## config.mk

```make
export PLATFORM = sky130hd
export DESIGN_NAME = demux_reg_16_4
export DESIGN_NICKNAME = d
export VERILOG_FILES = /design/src/rtl/demux_reg_16_4.sv
export SDC_FILE = /design/constraint.sdc
export NUM_CORES = 1
export LEC_CHECK = 0
export CORE_AREA = 4 4 85 87
export CTS_CLUSTER_SIZE = 8
export DETAILED_ROUTE_END_ITERATION = 10
export DIE_AREA = 0 0 89 91
export PLACE_DENSITY = 0.83
export SYNTH_ARGS = -nofsm -noshare
export SYNTH_HDL_FRONTEND = slang
export SYNTH_SLANG_ARGS = --single-unit
export TNS_END_PERCENT = 5
```

## constraint.sdc

```tcl
create_clock -name CLK -period 3.75 [get_ports CLK]
set_input_delay 0.375 -clock CLK [delete_from_list [all_inputs] [get_ports CLK]]
set_output_delay 0.375 -clock CLK [all_outputs]
set_load 0.005 [all_outputs]
```

## src/rtl/demux_reg_16_4.sv

```systemverilog
`default_nettype none
// ============================================================================
// Module  : demux_reg_16_4
// Brief   : 1:4 registered demultiplexer with one-entry valid/ready output slots
// Revision: 1.0  initial release
// ============================================================================
module demux_reg_16_4 #(
    parameter int WIDTH = 16
) (
    input  logic             CLK,
    input  logic             RSTN,
    input  logic [WIDTH-1:0] D,
    input  logic             S0,
    input  logic             S1,
    input  logic             IN_VLD,
    output logic             IN_RDY,
    output logic [WIDTH-1:0] Y0,
    output logic [WIDTH-1:0] Y1,
    output logic [WIDTH-1:0] Y2,
    output logic [WIDTH-1:0] Y3,
    output logic             V0,
    output logic             V1,
    output logic             V2,
    output logic             V3,
    input  logic             R0,
    input  logic             R1,
    input  logic             R2,
    input  logic             R3,
    output logic             BUSY,
    output logic [7:0]       CNT
);

    logic [1:0]       sel;
    logic [3:0]       sink_rdy;
    logic [3:0]       valid;
    logic [3:0]       valid_next;
    logic [3:0]       wr_en;
    logic             accept;
    logic             busy;
    logic [7:0]       count;
    logic [WIDTH-1:0] slot_data [4];

    assign sel      = {S1, S0};
    assign sink_rdy = {R3, R2, R1, R0};

    // A full slot can still accept when its sink drains in the same cycle.
    assign IN_RDY = ~valid[sel] | sink_rdy[sel];
    assign accept = IN_VLD & IN_RDY;

    always_comb begin
        wr_en = 4'b0000;
        if (accept) begin
            wr_en[sel] = 1'b1;
        end
        valid_next = (valid & ~sink_rdy) | wr_en;
    end

    generate
        for (genvar i = 0; i < 4; i++) begin : g_slot
            always_ff @(posedge CLK or negedge RSTN) begin
                if (!RSTN) begin
                    slot_data[i] <= '0;
                end else if (wr_en[i]) begin
                    slot_data[i] <= D;
                end
            end
        end
    endgenerate

    // BUSY is its own flop so the output carries no combinational path.
    always_ff @(posedge CLK or negedge RSTN) begin
        if (!RSTN) begin
            valid <= 4'b0000;
            busy  <= 1'b0;
            count <= 8'd0;
        end else begin
            valid <= valid_next;
            busy  <= |valid_next;
            if (accept) begin
                count <= count + 8'd1;
            end
        end
    end

    assign Y0   = slot_data[0];
    assign Y1   = slot_data[1];
    assign Y2   = slot_data[2];
    assign Y3   = slot_data[3];
    assign V0   = valid[0];
    assign V1   = valid[1];
    assign V2   = valid[2];
    assign V3   = valid[3];
    assign BUSY = busy;
    assign CNT  = count;

endmodule
`default_nettype wire
```

==> results of run 1 <==
-- cells in the final DEF, fill, tap and decap left out --
cell type        instances
clkbuf_8                10
inv_1                    1
nand2_4                  1
buf_4                    1
nor2b_1                  2
and4_2                   1
mux2_4                   3
mux4_2                   1
clkinvlp_4               2
nor3b_1                  1
nand3_1                  2
nand2b_1                 2
mux2_2                  61
and3_1                   1
clkinv_2                 1
nand2_1                 10
clkdlybuf4s50_1        101
dfrtp_1                 77
nand4_1                  4
nor2_1                   5
nor3_4                   2
nand2b_4                 2
ha_1                     1
xnor2_1                  7
nand2_2                  1
bufinv_16                3
o21ai_0                  2
mux2_1                   1
-- final cells by class --
| cell class | count | area (sq um) | area share [%] |
|---|---|---|---|
| clock buffer | 10 | 137.6 | 3.156 |
| timing repair buffer | 102 | 1018 | 23.36 |
| inverter | 1 | 3.754 | 0.08608 |
| sequential | 77 | 1927 | 44.19 |
| multi-input combinational | 110 | 1067 | 24.48 |
| tap | 77 | 96.34 | 2.209 |
| clock inverter | 6 | 110.1 | 2.525 |
-- metal layers --
layer	vias up	wire, microns	global-route usage (%)
met4	0	89	6.700
li1	897	-	-
met2	66	3175	26.73
met5	-	0	0
met3	9	619	7.149
met1	943	2735	21.45
-- power by group through the flow --
| stage | sequential, mW | clock (mW) | combinational [mW] |
|---|---|---|---|
| global route | 1.17 | 0.808 | 0.757 |
| CTS | 1.14 | 0.768 | 0.715 |
| detailed placement | 1.16 | 0 | 0.711 |
| global placement | 1.15 | 0 | 0.696 |
| finish | 1.14 | 0.752 | 0.699 |
| floorplan | 1.16 | 0 | 0.228 |
-- cells by family (layout without fill, tap and decap cells) --
| kind of cell | after synthesis | count (layout) | synth area share (%) |
|---|---|---|---|
| xor gates and xnor gates | 7 | 7 | 2.000 |
| adders and majority gates | 1 | 1 | 0.4081 |
| AOI/OAI and AO/OA | 2 | 2 | 0.3265 |
| muxes | 66 | 66 | 24.98 |
| and+or+nand+nor | 34 | 34 | 7.102 |
| buffers and inverters | 8 | 119 | 2.326 |
| DFF | 77 | 77 | 62.86 |
-- per-stage QoR --
stage	instance area, sq um	total power [mW]
2_1_floorplan	3065	1.384
3_3_place_gp	4113	1.843
3_5_place_dp	4113	1.870
4_1_cts	4360	2.626
5_1_grt	4360	2.731
6_report	4360	2.590
-- registers in the layout (all words and copies together), names as in the netlist --
| signal | count |
|---|---|
| Y0 | 16 |
| Y2 | 16 |
| BUSY | 1 |
| valid | 4 |
| Y1 | 16 |
| CNT | 8 |
| Y3 | 16 |
-- final timing paths --
path	startpoint	slack [ps]	endpoint	cells after the start
setup / recovery	S0	1230	IN_RDY	3
hold / removal	RSTN	180	Y0[3]	1
setup reg to reg	valid[1]	1920	Y1[14]	3
hold reg to reg	CNT[7]	480	CNT[7]	1
max in group asynchronous	RSTN	2960	Y0[12]	1
min in group CLK	CNT[7]	480	CNT[7]	1
==> flow_metrics.tcl, run 1 <==
set metrics [dict create \
    grt_pass1_wl_microns 10630 \
    die-area_sq_mm 0.008099 \
    holdWs_ps 180.8 \
    path_clk_slew_ps 80 \
    place_ws_ps 1187 \
    synth.area.top_cells "dfrtp_1 63%, mux2_2 22%, xnor2_1 2.0%" \
    async_reset_ff_share_pct 100.0 \
    yosysMostFrequentCell "dfrtp_1" \
    end_kind "output pin" \
    vias 1915 \
    cts_root_buffer "clkbuf_8" \
    antenna_left 0 \
    synth_nets 221 \
    hp-class "in -> async" \
    power.density_mw_per_mm2 593.9 \
    synthFlopType "dfrtp_1" \
    vdd_drop_max_v 0.0003813 \
    worstMarginPinSlew_ps 942.6 \
    p_int_mw 1.962 \
    swShare_pct 24.24 \
    power.switching_mw 0.6278 \
    coreArea_sq_mm 0.006350 \
    grt_max_degree 78 \
    path_class "in -> out" \
    clockBufferDepth 2 \
    relSlewSlack_pct 37.16 \
    layout_setup_ws_ps 1230 \
    synth.avg_cell_area_sq_um 15.72 \
    synth_cell_types 24 \
    std_cell_rows 29 \
    seq_area_frac_synth_pct 62.86 \
    h-tree-depth 3 \
    finalNetCount 327 \
    die_h_microns 91 \
    numCtsBuffers 9 \
    ys_warn_count 0 \
    final_util_pct 68.67 \
    cts_tree "done" \
    yosys.area.top_type "dfrtp_1" \
    start_util_pct 48.28 \
    wl_per_cell_microns 17.28 \
    viasPerCell 5.000 \
    crit_chain "clkdlybuf4s50_1, mux4_2, clkdlybuf4s50_1" \
    start_kind "input port" \
    clockPowerShare_pct 29.0 \
    critical_path.top_delay_family "buffers and inverters" \
    place_hpwl_microns 4739 \
    synth-seq-cells 77 \
    cts.sinks 77 \
    track_usage_pct 17.26 \
    power_leakage_nw 1.813 \
    synth_cells 195 \
    layout-drive-gt1-share_pct 29.08 \
    grt_antenna_before_repair 0 \
    worst_path_largest_cell_delay_ps 660 \
    cp.arrival_ps 2140 \
    cap_viol_max_count 0 \
    cp.required_ps 3380 \
    fin_setup_tns_ps 0 \
    fillerInstances 427 \
    combPwrFrac_pct 27.0 \
    antennaDiodeCount 0 \
    cts_resized 0 \
    ios 103 \
    rsz0062_at_grt "false" \
    routed_wl_microns 6619 \
    hold_violations 0 \
    grt_pass1_vias 2014 \
    finalSetupViolCount 0 \
    hold_buffers 0 \
    place_congestion 0.7635 \
    period_minus_slack_ps 2520 \
    crit_fanout 8 \
    final_cells 383 \
    outcome "finished, final reports clean" \
    drc 0 \
    skew_ps 9.695 \
    clkLatencyLatePin_ps 330 \
    slowest_stage "mux4_2" \
    seqPwrFrac_pct 44.0 \
    crit_buf_inv 2 \
    areaGrowthSynthToFinish_pct 42.24 \
    io_buffers 102 \
    place_inst 367 \
    clock.fmax_mhz 396.9 \
    drtIter0Drc 12 \
    dr.pass1.iters 4 \
    synth_commonest_cells "77 x dfrtp_1, 61 x mux2_2, 10 x nand2_1" \
    die_width_microns 89 \
    cts_setup_buffers 0 \
    synth_top_area_share_pct 62.86 \
    period_share_pct 67.19 \
    synth.cell_area_sq_mm 0.003065 \
    grt_overflow 0 \
    crit_path_frequent_cell "clkdlybuf4s50_1" \
    maxSlewViolCount 0 \
    synth_edf_count 0 \
]
(Power assumes the default switching activity.)
==> run 2: changes to the inputs <==
--- a/config.mk
+++ b/config.mk
@@ -5,11 +5,11 @@
 export SDC_FILE = /design/constraint.sdc
 export NUM_CORES = 1
 export LEC_CHECK = 0
-export CORE_AREA = 4 4 85 87
+export CORE_AREA = 4 4 92 94
 export CTS_CLUSTER_SIZE = 8
 export DETAILED_ROUTE_END_ITERATION = 10
-export DIE_AREA = 0 0 89 91
-export PLACE_DENSITY = 0.83
+export DIE_AREA = 0 0 96 98
+export PLACE_DENSITY = 0.74
 export SYNTH_ARGS = -nofsm -noshare
 export SYNTH_HDL_FRONTEND = slang
 export SYNTH_SLANG_ARGS = --single-unit
==> constraint.sdc (replaced) <==
create_clock -name CLK -period 2.3 [get_ports CLK]
set_input_delay 0.23 -clock CLK [delete_from_list [all_inputs] [get_ports CLK]]
set_output_delay 0.23 -clock CLK [all_outputs]
set_load 0.005 [all_outputs]
==> flow_metrics.tcl, run 2 (synthesized netlist as in run 1, its figures left out) <==
set metrics [dict create \
    coreArea_sq_mm 0.007647 \
    grt_antenna_before_repair 0 \
    reg2reg_slack_ps 680 \
    place_area_sq_mm 0.004237 \
    antennaDiodeCount 0 \
    path_class "in -> out" \
    dr_wl_met2_microns 3536 \
    start_kind "input port" \
    critical_path.top_delay_family "buffers and inverters" \
    cts_setup_buffers 0 \
    drtIter0Drc 55 \
    crit_fanout 5 \
    crit_path_frequent_cell "clkdlybuf4s50_1" \
    path_clk_slew_ps 80 \
    die_width_microns 96 \
    cts_tree "done" \
    hold_buffers 1 \
    std_cell_rows 32 \
    vias 1995 \
    grt_max_degree 78 \
    clockBufferDepth 2 \
    r2r-end "CNT[1]" \
    cap_viol_max_count 0 \
    cts.sinks 77 \
    wl_per_cell_microns 16.58 \
    power_leakage_nw 1.865 \
    areaGrowthSynthToFinish_pct 45.84 \
    cts_root_buffer "clkbuf_8" \
    highest_layer "met4" \
    wirelength_met1_microns 2832 \
    clkLatencyLatePin_ps 330 \
    grt_pass1_vias 2149 \
    skew_ps 6.948 \
    relSlewSlack_pct 66.50 \
    wl_met3_microns 443 \
    hp-class "in -> async" \
    routed_wl_microns 6929 \
    clock.fmax_mhz 492.9 \
    worst_path_largest_cell_delay_ps 570 \
    dr.pass1.iters 4 \
    grt_overflow 0 \
    clockPowerShare_pct 27.4 \
    regToRegStartpoint "valid[3]" \
    r2r_cells 5 \
    slowest_stage "clkdlybuf4s50_1" \
    mostFrequentLayoutCells "101 x clkdlybuf4s50_1, 77 x dfrtp_1, 61 x mux2_2" \
    io_buffers 102 \
    p_int_mw 3.112 \
    crit_chain "clkdlybuf4s50_1, mux4_2, clkdlybuf4s50_1" \
    maxSlewViolCount 0 \
    finalNetCount 337 \
    layout-drive-gt1-share_pct 30.70 \
    combPwrFrac_pct 28.0 \
    ios 103 \
    track_usage_pct 15.31 \
    die_h_microns 98 \
    end_kind "output pin" \
    fin_setup_tns_ps 0 \
    place_hpwl_microns 4988 \
    vdd_drop_max_v 0.0003839 \
    viasPerCell 4.773 \
    period_minus_slack_ps 2029 \
    outcome "finished, final reports clean" \
    cts_resized 0 \
    worstMarginPinSlew_ps 500.8 \
    antenna_left 0 \
    drc 0 \
    rsz0062_at_grt "false" \
    multi_input_area_sq_mm 0.001067 \
    period_share_pct 88.20 \
    finalSetupViolCount 0 \
    grt_pass1_wl_microns 10980 \
    seq_area_sq_mm 0.001927 \
    power.switching_mw 1.046 \
    swShare_pct 25.15 \
    cp.required_ps 2070 \
    hold_violations 0 \
    h-tree-depth 3 \
    start_util_pct 40.09 \
    cp.arrival_ps 1800 \
    numCtsBuffers 9 \
    crit_buf_inv 2 \
    place_congestion 0.8006 \
    mostFrequentLayoutCell "clkdlybuf4s50_1" \
    power.density_mw_per_mm2 929.9 \
    seqPwrFrac_pct 44.7 \
    fin_area_sq_mm 0.004471 \
    fillerInstances 629 \
    die-area_sq_mm 0.009408 \
]
==> run 2: layout make-up <==
class | count | area share (%)
Sequential cell | 77 | 43.10
Timing Repair Buffer | 112 | 25.08
Multi-Input combinational cell | 110 | 23.87
Clock buffer | 11 | 3.163
Tap cell | 102 | 2.855
Clock inverter | 5 | 1.847
Inverter | 1 | 0.08396
==> run 2: metrics by stage <==
stage | power [mW] | std cells | setup WS, ps | hold slack, ps | utilization (%)
2_1_floorplan | 2.256 | 195 | 761.0 | -65.59 | -
3_3_place_gp | 3.030 | 401 | 288.9 | 280.1 | 55.40
3_5_place_dp | 3.070 | 401 | 279.9 | 283.8 | 55.40
4_1_cts | 4.228 | 418 | 267.1 | 454.3 | 58.46
5_1_grt | 4.393 | 418 | 212.4 | 483.6 | 58.46
6_report | 4.157 | 418 | 271.3 | 448.8 | 58.46
==> run 2: worst max-delay path by stage <==
stage / start / endpoint / cells past startpoint
after detailed placement: S0 / CNT[1] / 5
after floorplan: valid[3] / CNT[1] / 4
final: S0 / IN_RDY / 3
after global placement: S0 / IN_RDY / 3
after CTS: S0 / IN_RDY / 3
after global routing: S0 / IN_RDY / 3
==> run 2: power groups by stage <==
stage	logic [mW]	clock network (mW)	registers, mW
floorplan	0.372	0	1.88
global placement	1.16	0	1.87
detailed placement	1.18	0	1.89
CTS	1.19	1.18	1.86
global route	1.26	1.24	1.90
finish	1.16	1.14	1.86
==> run 2: per-layer routing <==
| metal | up-vias | global-route usage, % |
|---|---|---|
| li1 | 916 | - |
| met1 | 1001 | 18.38 |
| met2 | 68 | 25.39 |
| met3 | 10 | 4.622 |
| met4 | 0 | 6.018 |
| met5 | - | 0 |
==> run 2: worst register-to-register path, delay by kind of cell (launching register included) <==
family        cells  cell delay (ps)
mux               2              770
flops             1              390
simple gates      2              180
buf+inv           1              180
